--- config.mk ---
export PLATFORM = sky130hd
export DESIGN_NAME = rotate_frame_ctrl_flat
export DESIGN_NICKNAME = d
export VERILOG_FILES = /design/src/rtl/rotate_frame_ctrl_if.sv /design/src/rtl/rotate_frame_ctrl.sv /design/src/flat_wrapper.sv
export SDC_FILE = /design/constraint.sdc
export NUM_CORES = 1
export LEC_CHECK = 0
export ABC_AREA = 1
export CORE_ASPECT_RATIO = 1.1
export CORE_MARGIN = 2
export CORE_UTILIZATION = 41
export CTS_CLUSTER_SIZE = 40
export DETAILED_ROUTE_END_ITERATION = 10
export GPL_TIMING_DRIVEN = 1
export PLACE_DENSITY_LB_ADDON = 0.05
export SYNTH_ARGS = -nofsm -noshare
export SYNTH_HDL_FRONTEND = slang
export SYNTH_SLANG_ARGS = --single-unit
--- constraint.sdc ---
create_clock -name clk -period 1.6 [get_ports clk]
set_input_delay 0.16 -clock clk [delete_from_list [all_inputs] [get_ports clk]]
set_output_delay 0.16 -clock clk [all_outputs]
set_load 0.01 [all_outputs]
--- src/rtl/rotate_frame_ctrl_if.sv ---
// Stream, configuration and status bundle between the pixel source side and
// the rotator frame controller.
`ifndef DTYPE_WIDTH
`define DTYPE_WIDTH        8
`define DTYPE_FRAME_START  8'h01
`define DTYPE_FRAME_END    8'h02
`define DTYPE_ROW_START    8'h04
`define DTYPE_ROW_END      8'h08
`define DTYPE_PIXEL_MASK   8'hF0
`endif

interface rotate_frame_ctrl_if #(
   parameter int ADDR_WIDTH  = 21,
   parameter int ANGLE_WIDTH = 10,
   parameter int DIM_WIDTH   = 11
);
   logic                          enable;
   logic                          dvi;
   logic [`DTYPE_WIDTH-1:0]       dtypei;
   logic [ADDR_WIDTH-1:0]         addr0;
   logic [ADDR_WIDTH-1:0]         addr1;
   logic                          cfg_update;
   logic signed [ANGLE_WIDTH-1:0] sin_req;
   logic signed [ANGLE_WIDTH-1:0] cos_req;

   logic                          rot_enable;
   logic [ADDR_WIDTH-1:0]         waddr_base;
   logic [ADDR_WIDTH-1:0]         raddr_base;
   logic signed [ANGLE_WIDTH-1:0] sin_theta;
   logic signed [ANGLE_WIDTH-1:0] cos_theta;
   logic [DIM_WIDTH-1:0]          num_cols;
   logic [DIM_WIDTH-1:0]          num_rows;
   logic                          frame_done;
   logic                          frame_err;

   modport master (
      output enable, dvi, dtypei, addr0, addr1, cfg_update, sin_req, cos_req,
      input  rot_enable, waddr_base, raddr_base, sin_theta, cos_theta,
             num_cols, num_rows, frame_done, frame_err
   );

   modport slave (
      input  enable, dvi, dtypei, addr0, addr1, cfg_update, sin_req, cos_req,
      output rot_enable, waddr_base, raddr_base, sin_theta, cos_theta,
             num_cols, num_rows, frame_done, frame_err
   );
endinterface

--- src/rtl/rotate_frame_ctrl.sv ---
// Ping-pong buffer scheduler for the SRAM image rotator: tracks frame shape,
// picks write/read bases, and switches the rotation angle only at frame start.
//
//   state    | meaning
//   ---------+----------------------------------------------------------
//   ST_IDLE  | between frames (or disabled); stream events other than fs ignored
//   ST_FRAME | frame in progress; counting pixels/rows into buffer wsel
`ifndef DTYPE_WIDTH
`define DTYPE_WIDTH        8
`define DTYPE_FRAME_START  8'h01
`define DTYPE_FRAME_END    8'h02
`define DTYPE_ROW_START    8'h04
`define DTYPE_ROW_END      8'h08
`define DTYPE_PIXEL_MASK   8'hF0
`endif

module rotate_frame_ctrl #(
   parameter int ADDR_WIDTH  = 21,
   parameter int ANGLE_WIDTH = 10,
   parameter int DIM_WIDTH   = 11
) (
   input logic                clk,
   input logic                reset,
   rotate_frame_ctrl_if.slave bus
);
   typedef enum logic {ST_IDLE, ST_FRAME} state_t;

   localparam logic [DIM_WIDTH-1:0]          DIM_MAX   = '1;
   localparam logic signed [ANGLE_WIDTH-1:0] ANGLE_ONE = {2'b01, {(ANGLE_WIDTH-2){1'b0}}};
   localparam logic [DIM_WIDTH-1:0]          COLS_RST  = DIM_WIDTH'(1280);
   localparam logic [DIM_WIDTH-1:0]          ROWS_RST  = DIM_WIDTH'(720);

   state_t                        state;
   logic                          wsel;
   logic [1:0]                    valid;
   logic [DIM_WIDTH-1:0]          col_cnt;
   logic [DIM_WIDTH-1:0]          row_cnt;
   logic [DIM_WIDTH-1:0]          first_cols;
   logic                          bad;
   logic signed [ANGLE_WIDTH-1:0] sin_pend;
   logic signed [ANGLE_WIDTH-1:0] cos_pend;

   logic ev_fs, ev_fe, ev_rs, ev_re, ev_px;

   always_comb begin
      ev_fs = bus.dvi && (bus.dtypei == `DTYPE_FRAME_START);
      ev_fe = bus.dvi && (bus.dtypei == `DTYPE_FRAME_END);
      ev_rs = bus.dvi && (bus.dtypei == `DTYPE_ROW_START);
      ev_re = bus.dvi && (bus.dtypei == `DTYPE_ROW_END);
      ev_px = bus.dvi && ((bus.dtypei & `DTYPE_PIXEL_MASK) != '0);
   end

   always_ff @(posedge clk) begin
      if (reset) begin
         state          <= ST_IDLE;
         wsel           <= 1'b0;
         valid          <= '0;
         col_cnt        <= '0;
         row_cnt        <= '0;
         first_cols     <= '0;
         bad            <= 1'b0;
         sin_pend       <= '0;
         cos_pend       <= ANGLE_ONE;
         bus.rot_enable <= 1'b0;
         bus.waddr_base <= '0;
         bus.raddr_base <= '0;
         bus.sin_theta  <= '0;
         bus.cos_theta  <= ANGLE_ONE;
         bus.num_cols   <= COLS_RST;
         bus.num_rows   <= ROWS_RST;
         bus.frame_done <= 1'b0;
         bus.frame_err  <= 1'b0;
      end else begin
         bus.frame_done <= 1'b0;
         bus.frame_err  <= 1'b0;

         if (bus.cfg_update) begin
            sin_pend <= bus.sin_req;
            cos_pend <= bus.cos_req;
         end

         if (!bus.enable) begin
            // Dropping valid forces the first frame after re-enable to be
            // written with the rotator held off.
            state          <= ST_IDLE;
            valid          <= '0;
            bus.rot_enable <= 1'b0;
         end else if (ev_fs) begin
            if (state == ST_FRAME) begin
               bus.frame_err <= 1'b1;
               valid[wsel]   <= 1'b0;
            end
            state          <= ST_FRAME;
            bus.waddr_base <= wsel ? bus.addr1 : bus.addr0;
            bus.raddr_base <= wsel ? bus.addr0 : bus.addr1;
            bus.rot_enable <= valid[~wsel];
            bus.sin_theta  <= bus.cfg_update ? bus.sin_req : sin_pend;
            bus.cos_theta  <= bus.cfg_update ? bus.cos_req : cos_pend;
            col_cnt        <= '0;
            row_cnt        <= '0;
            first_cols     <= '0;
            bad            <= 1'b0;
         end else if (state == ST_FRAME) begin
            if (ev_fe) begin
               if (!bad && (row_cnt != '0) && (first_cols != '0)) begin
                  valid[wsel]    <= 1'b1;
                  bus.num_cols   <= first_cols;
                  bus.num_rows   <= row_cnt;
                  wsel           <= ~wsel;
                  bus.frame_done <= 1'b1;
               end else begin
                  valid[wsel]   <= 1'b0;
                  bus.frame_err <= 1'b1;
               end
               state <= ST_IDLE;
            end else if (ev_rs) begin
               col_cnt <= '0;
            end else if (ev_re) begin
               if (row_cnt == DIM_MAX)
                  bad <= 1'b1;
               else
                  row_cnt <= row_cnt + 1'b1;
               // The first completed row defines the frame width.
               if (row_cnt == '0)
                  first_cols <= col_cnt;
               else if (col_cnt != first_cols)
                  bad <= 1'b1;
            end else if (ev_px) begin
               if (col_cnt == DIM_MAX)
                  bad <= 1'b1;
               else
                  col_cnt <= col_cnt + 1'b1;
            end
         end
      end
   end
endmodule

--- src/flat_wrapper.sv ---
// flat-port wrapper written by rule: the top's interface ports become plain ports
module rotate_frame_ctrl_flat 
#(
   parameter int ADDR_WIDTH  = 21,
   parameter int ANGLE_WIDTH = 10,
   parameter int DIM_WIDTH   = 11
)
  (clk, reset, bus_enable, bus_dvi, bus_dtypei, bus_addr0, bus_addr1, bus_cfg_update, bus_sin_req, bus_cos_req, bus_rot_enable, bus_waddr_base, bus_raddr_base, bus_sin_theta, bus_cos_theta, bus_num_cols, bus_num_rows, bus_frame_done, bus_frame_err);
  rotate_frame_ctrl_if #(.ADDR_WIDTH(ADDR_WIDTH), .ANGLE_WIDTH(ANGLE_WIDTH), .DIM_WIDTH(DIM_WIDTH)) bus_i ();
  input logic clk;
  input logic reset;
  input wire logic [$bits(bus_i.enable)-1:0] bus_enable;
  input wire logic [$bits(bus_i.dvi)-1:0] bus_dvi;
  input wire logic [$bits(bus_i.dtypei)-1:0] bus_dtypei;
  input wire logic [$bits(bus_i.addr0)-1:0] bus_addr0;
  input wire logic [$bits(bus_i.addr1)-1:0] bus_addr1;
  input wire logic [$bits(bus_i.cfg_update)-1:0] bus_cfg_update;
  input wire logic [$bits(bus_i.sin_req)-1:0] bus_sin_req;
  input wire logic [$bits(bus_i.cos_req)-1:0] bus_cos_req;
  output wire logic [$bits(bus_i.rot_enable)-1:0] bus_rot_enable;
  output wire logic [$bits(bus_i.waddr_base)-1:0] bus_waddr_base;
  output wire logic [$bits(bus_i.raddr_base)-1:0] bus_raddr_base;
  output wire logic [$bits(bus_i.sin_theta)-1:0] bus_sin_theta;
  output wire logic [$bits(bus_i.cos_theta)-1:0] bus_cos_theta;
  output wire logic [$bits(bus_i.num_cols)-1:0] bus_num_cols;
  output wire logic [$bits(bus_i.num_rows)-1:0] bus_num_rows;
  output wire logic [$bits(bus_i.frame_done)-1:0] bus_frame_done;
  output wire logic [$bits(bus_i.frame_err)-1:0] bus_frame_err;
  assign bus_i.enable = bus_enable;
  assign bus_i.dvi = bus_dvi;
  assign bus_i.dtypei = bus_dtypei;
  assign bus_i.addr0 = bus_addr0;
  assign bus_i.addr1 = bus_addr1;
  assign bus_i.cfg_update = bus_cfg_update;
  assign bus_i.sin_req = bus_sin_req;
  assign bus_i.cos_req = bus_cos_req;
  assign bus_rot_enable = bus_i.rot_enable;
  assign bus_waddr_base = bus_i.waddr_base;
  assign bus_raddr_base = bus_i.raddr_base;
  assign bus_sin_theta = bus_i.sin_theta;
  assign bus_cos_theta = bus_i.cos_theta;
  assign bus_num_cols = bus_i.num_cols;
  assign bus_num_rows = bus_i.num_rows;
  assign bus_frame_done = bus_i.frame_done;
  assign bus_frame_err = bus_i.frame_err;
  rotate_frame_ctrl #(.ADDR_WIDTH(ADDR_WIDTH), .ANGLE_WIDTH(ANGLE_WIDTH), .DIM_WIDTH(DIM_WIDTH)) u_core (.clk(clk), .reset(reset), .bus(bus_i));
endmodule
==> run metrics, run 1 <==
run status complete, no violations; Peak VDD IR 0.735 mV; CP arrival 1.87 ns; Tot Pwr 7.98 mW; sw power 1.87 mW; Mapped Area 6640 µm²; met1 Use GR 29.1%; via count 6889; Final min period 1.55 ns; drt pass-1 iters 4; fin cells 1375; Adder-Cell Fraction of Synth Area 0.565%; # IOs 162; die area 17200 µm²; I/O Buffers 161; logic gate share of total power 5.9%; Hold WC Path Type input port to flip-flop; share of layout cells above drive strength 1 17.9%; final wirelength 20.3 mm; reg2reg setup slack 0.05 ns; synth top area cells dfxtp_1, nand2_1, nor2_1; switching portion of total power 23.5%; leakage 4.23 nW; DR WL/cell 14.8 µm; Gate Count Post-Synth 937; Slew Limit Fails 0; initial drt markers 428; Avg Synthesized Cell Area 7.09 µm²; Yosys Warn Count 0; crit path capture type flip-flop; Max Freq 644 MHz; post-synthesis compound-gate area fraction 14.0%; diode count 0; Pwr Density 795 nW/µm²; starting density of the core 42.0%; sequential fraction of design power 45.8%; area leader, netlist dfxtp_1; gr busiest metal met2; Worst-path clk slew 0.06 ns; Root Driver clkbuf_16; TritonCTS clock tree built; sequential share of the synthesized area 43.7%; H-tree levels 4; critical path class flip-flop to flip-flop; #FFs+latches synth 145; worst clock skew 0.00732 ns; GRT overflow 0; clock share of power 48.3%; max cap viols 0; Slew @ Worst Pin 0.666 ns; XOR/XNOR Fraction of Synth Area 1.32%; vias in the first global route 6142; Synth cell types 32; dpl cells 1333; multiplexer share of the synthesized area 0%; total CTS buffers 17; post-synth net total 1015; clk buf depth 2; max_slew headroom 55.5%; # DRC 0; final setup violating endpoints 0; DIE HEIGHT 137 µm; Die X 125 µm; final period utilization 97.0%; final setup TNS 0 ns; post-DR vias/cell 5.01; simple-gate share of the synthesized area 31.5%; worst skew pair latency 0.42 ns; clock sink total 145; hpwl dp 13.5 mm; Hold Vio Cnt, Final 0; Nets 1241; largest family of logic cells by synthesized area simple AND/OR/NAND/NOR gates; first-pass GRT wire length 30.7 mm; global placer's final weighted congestion 0.878; Core Area 15800 µm²; row cnt 48; Critical Path RT 1.91 ns; hold buffers post-CTS 0; largest net degree at the start of global routing 60; Worst setup SP type flip-flop; Synth top area share 43.7%; initial antenna violation count 0; GRT Total Usage 22.2%; routing usage on met2 37.0%; Critical Path Fanout Max 5; Final ANT Viol Nets 0; GR Util met3 4.16%; RSZ-0062 raised after global routing true; area delta synth->final 51.2%; Internal Power 6.10 mW
[power groups by stage]
stage	clock network, mW	logic, mW	registers, mW
3_5_place_dp	0	0.448	3.73
3_3_place_gp	0	0.447	3.73
5_1_grt	4.11	0.513	3.65
4_1_cts	3.93	0.453	3.65
2_1_floorplan	0	0.168	3.73
6_report	3.85	0.472	3.65
[area by class of cell]
| type | count | area (µm²) |
|---|---|---|
| Fill cell | 1403 | 5760 |
| Multi-Input combinational cell | 652 | 3390 |
| Sequential cell | 145 | 2910 |
| Timing Repair Buffer | 261 | 2590 |
| Clock buffer | 19 | 443 |
| Inverter | 86 | 328 |
| Tap cell | 200 | 250 |
| Clock inverter | 12 | 126 |
[cell usage after synthesis]
| cell | n |
|---|---|
| a311oi_2 | 10 |
| a31oi_1 | 1 |
| a311oi_1 | 32 |
| clkbuf_1 | 27 |
| nor3_1 | 25 |
| nor2_1 | 180 |
| ha_1 | 3 |
| nor2_4 | 4 |
| buf_1 | 1 |
| nand3_1 | 46 |
| nor2_8 | 1 |
| a21oi_1 | 22 |
| xnor2_1 | 6 |
| inv_1 | 81 |
| xor2_1 | 4 |
| o21ai_1 | 2 |
| o21ai_0 | 48 |
| inv_2 | 3 |
| buf_4 | 7 |
| nand2_1 | 230 |
| o22ai_1 | 19 |
| nor2_2 | 4 |
| nand3_4 | 2 |
| a22o_1 | 1 |
| buf_2 | 17 |
| nand4_1 | 8 |
| o211ai_1 | 1 |
| nand2_2 | 2 |
| dfxtp_1 | 145 |
| buf_6 | 2 |
| nand3_2 | 1 |
| clkinv_1 | 2 |
[routing by layer]
layer  wire length [µm]  part of all wire [%]
met1               9250                    45
met2               9630                    47
met3               1080                   5.3
met4                370                   1.8
met5                  0                     0
[stage by stage]
step           utilization (%)  hold WS, ns  setup WS (ns)  cell area, µm²
6_report                  63.5        0.141         0.0475           10000
5_1_grt                   63.5        0.156        -0.0629           10000
4_1_cts                   61.1        0.131        0.00386            9640
3_5_place_dp              57.2        0.447         -0.374            9030
3_3_place_gp              57.2        0.438         -0.342            9030
2_1_floorplan                -        0.308         0.0194            6640
[state kept, by name, indices dropped and copies added (netlist names), named ones only]
name / count
u_core.wsel: 1
u_core.bus.rot_enable: 1
u_core.sin_pend: 10
u_core.bus.num_cols: 11
u_core.bad: 1
u_core.bus.num_rows: 11
u_core.first_cols: 11
u_core.state: 1
u_core.bus.frame_done: 1
u_core.bus.waddr_base: 21
u_core.row_cnt: 11
u_core.bus.sin_theta: 10
u_core.bus.frame_err: 1
u_core.bus.raddr_base: 21
u_core.cos_pend: 10
u_core.col_cnt: 11
u_core.bus.cos_theta: 10
[worst max-delay path: stages, from the launching register on]
cell	delay, ns
dfxtp_2	0.33
inv_2	0.07
ha_4	0.13
nand4_1	0.08
nor2_2	0.20
nand2_1	0.10
nand2_2	0.11
nand2_4	0.10
clkbuf_16	0.18
o21ai_2	0.10
nor2_1	0.05
[cells by family after synthesis]
family	count (synthesis)
simple gates	503
flops	145
buf+inv	140
compound gates	136
xor+xnor	10
fa+ha+maj	3
[cells in the final DEF, fill, tap and decap left out, drive strengths merged, types with 8 or more instances in the layout]
master and n:
a21oi 22, a311oi 42, buf 97, clkbuf 23, clkdlybuf4s50 160, dfxtp 145
inv 89, nand2 232, nand3 49, nand4 8, nor2 189, nor3 25
o21ai 50, o22ai 19
[path summary, 6_finish.rpt]
check	endpoint	depth (start not counted)	startpoint
worst min register to register	u_core.cos_pend[8]	2	u_core.cos_pend[8]
worst max-delay path	u_core.first_cols[2]	10	u_core.row_cnt[1]
worst max register to register	u_core.first_cols[2]	10	u_core.row_cnt[1]
worst min-delay path	u_core.bad	4	reset
[what timing repair did]
item | CTS | global route
gates cloned | 0 | 6
pin swaps | 2 | 20
buffers inserted | 0 | 5
resized for setup | 12 | 86
setup endpoints to repair | 38 | 90
Note: power is estimated with default switching activity, not from simulation.
==> inputs of run 2 (changes only) <==
SKIP_CTS_REPAIR_TIMING = 1   (was unset)
==> run 2 against run 1 <==
Compared with the run above:
- non-clock buffer count rose by 1
- critical path type is now input port to flip-flop
- critical endpoint is now u_core.first_cols[5]
- combinational power barely moved
- highest routed layer unchanged
- register-to-register slack barely moved
==> run metrics, run 2 (same netlist as run 1, synthesis figures left out) <==
Hold Vio Cnt, Final 0; Worst-path clk slew 0.06 ns; hold path startpoint reset; CP arrival 1.89 ns; Finished Cell Area 10100 µm²; FF-to-FF path depth 10; Worst setup SP type input port; RSZ-0062 raised after global routing true; H-tree levels 4; crit path capture type flip-flop; worst clock skew 0.00723 ns; Slew Limit Fails 0; Die X 125 µm; DR WL/cell 14.8 µm; Final ANT Viol Nets 0; GRT overflow 0; clk buf depth 2; DIE HEIGHT 137 µm; TritonCTS clock tree built; final setup violating endpoints 0; Critical Path RT 1.92 ns; max incr delay on CP 0.41 ns; GRT Total Usage 22.2%; global placer's final weighted congestion 0.878; largest net degree at the start of global routing 60; biggest regs u_core.bus.raddr_base (21), u_core.bus.waddr_base (21); hpwl dp 13.5 mm; Worst R2R End u_core.first_cols[2]; WHS 0.145 ns; RR Startpoint u_core.row_cnt[1]; via count 6905; total CTS buffers 17; final period utilization 98.4%; starting density of the core 42.0%; # DRC 0; Nets 1242; row cnt 48; most frequent cells in the layout nand2_1, nor2_1, clkdlybuf4s50_1, dfxtp_1; final setup TNS 0 ns; Peak VDD IR 0.733 mV; max cap viols 0; Max Freq 635 MHz; commonest non-fill, non-tap cell in the layout nand2_1; worst skew pair latency 0.42 ns; fill count 1407; leakage 4.25 nW; Slew @ Worst Pin 0.672 ns; post-DR vias/cell 5.02; Root Driver clkbuf_16; Tot Pwr 7.98 mW; Post-DP Area 9030 µm²; diode count 0; clock sink total 145; max_slew headroom 55.1%; Critical Path Fanout Max 5; die area 17200 µm²; Worst Setup EP u_core.first_cols[5]; run status complete, no violations; # IOs 162; first-pass GRT wire length 30.6 mm; area delta synth->final 51.6%; WP buf/inv 3; Core Area 15800 µm²; Largest delay share family, worst path simple AND/OR/NAND/NOR gates; final wirelength 20.4 mm; Max stage delay cell, worst path clkdlybuf4s50_1; initial drt markers 464; drt pass-1 iters 5; stages on the worst setup path 12; Hold WC Path Type input port to flip-flop; reg2reg setup slack 0.05 ns; CP startpoint bus_dtypei[4]; worst-path cell chain clkdlybuf4s50_1 > nor2_2 > nand3_4 > nor2_4 > nor2_1 > nand2_1 > nand2_4 > nand2_4 > clkbuf_16 > nand2_1 > inv_1 > nor2_1; initial antenna violation count 0; share of layout cells above drive strength 1 18.1%; vias in the first global route 6130; Final min period 1.58 ns; I/O Buffers 161; Pwr Density 793 nW/µm²; critical path class input port to flip-flop; Finished Core Util 63.7%
run 2: per-layer routing:
metal  track usage [%]  part of all wire, %  up-vias
met2              36.9                   47      231
met4              7.84                  1.8        0
met3              4.16                  5.5       25
li1                  -                    -     3499
met5                 0                    0        -
met1              29.0                   45     3150
run 2: area by class of cell:
type	instances	area, µm²	area share (%)
multi-input combinational	652	3410	33.9
sequential	145	2910	28.9
timing repair buffer	262	2600	25.8
clock buffer	19	443	4.40
inverter	86	328	3.26
tap	200	250	2.49
clock inverter	12	126	1.26
run 2: report_power, final:
part / switching, mW / internal (mW)
Combinational: 0.229 / 0.243
Clock: 1.64 / 2.21
Sequential: 0.00848 / 3.65
run 2: how the worst min path moves through the flow:
stage | endpoint | slack [ns] | cells past startpoint
6_report | u_core.bad | 0.15 | 4
5_1_grt | u_core.bad | 0.16 | 4
4_1_cts | u_core.bad | 0.13 | 4
3_5_place_dp | u_core.bus.num_rows[7] | 0.45 | 2
3_3_place_gp | u_core.bus.num_rows[9] | 0.44 | 2
2_1_floorplan | u_core.cos_pend[8] | 0.31 | 2
run 2: worst reg2reg max path, cell delays in order (launching register included):
cell and delay (ns):
dfxtp_2 0.33, inv_2 0.07, ha_4 0.13, nand4_1 0.08
nor2_2 0.19, nand2_1 0.09, nand2_2 0.11, nand2_4 0.10
clkbuf_16 0.18, o21ai_2 0.10, nor2_1 0.05
run 2: per-stage QoR:
stage | setup slack [ns] | std cells
after floorplan | 0.0194 | 937
after global placement | -0.342 | 1333
after detailed placement | -0.374 | 1333
after CTS | -0.220 | 1364
after global routing | -0.0836 | 1376
final | 0.0248 | 1376
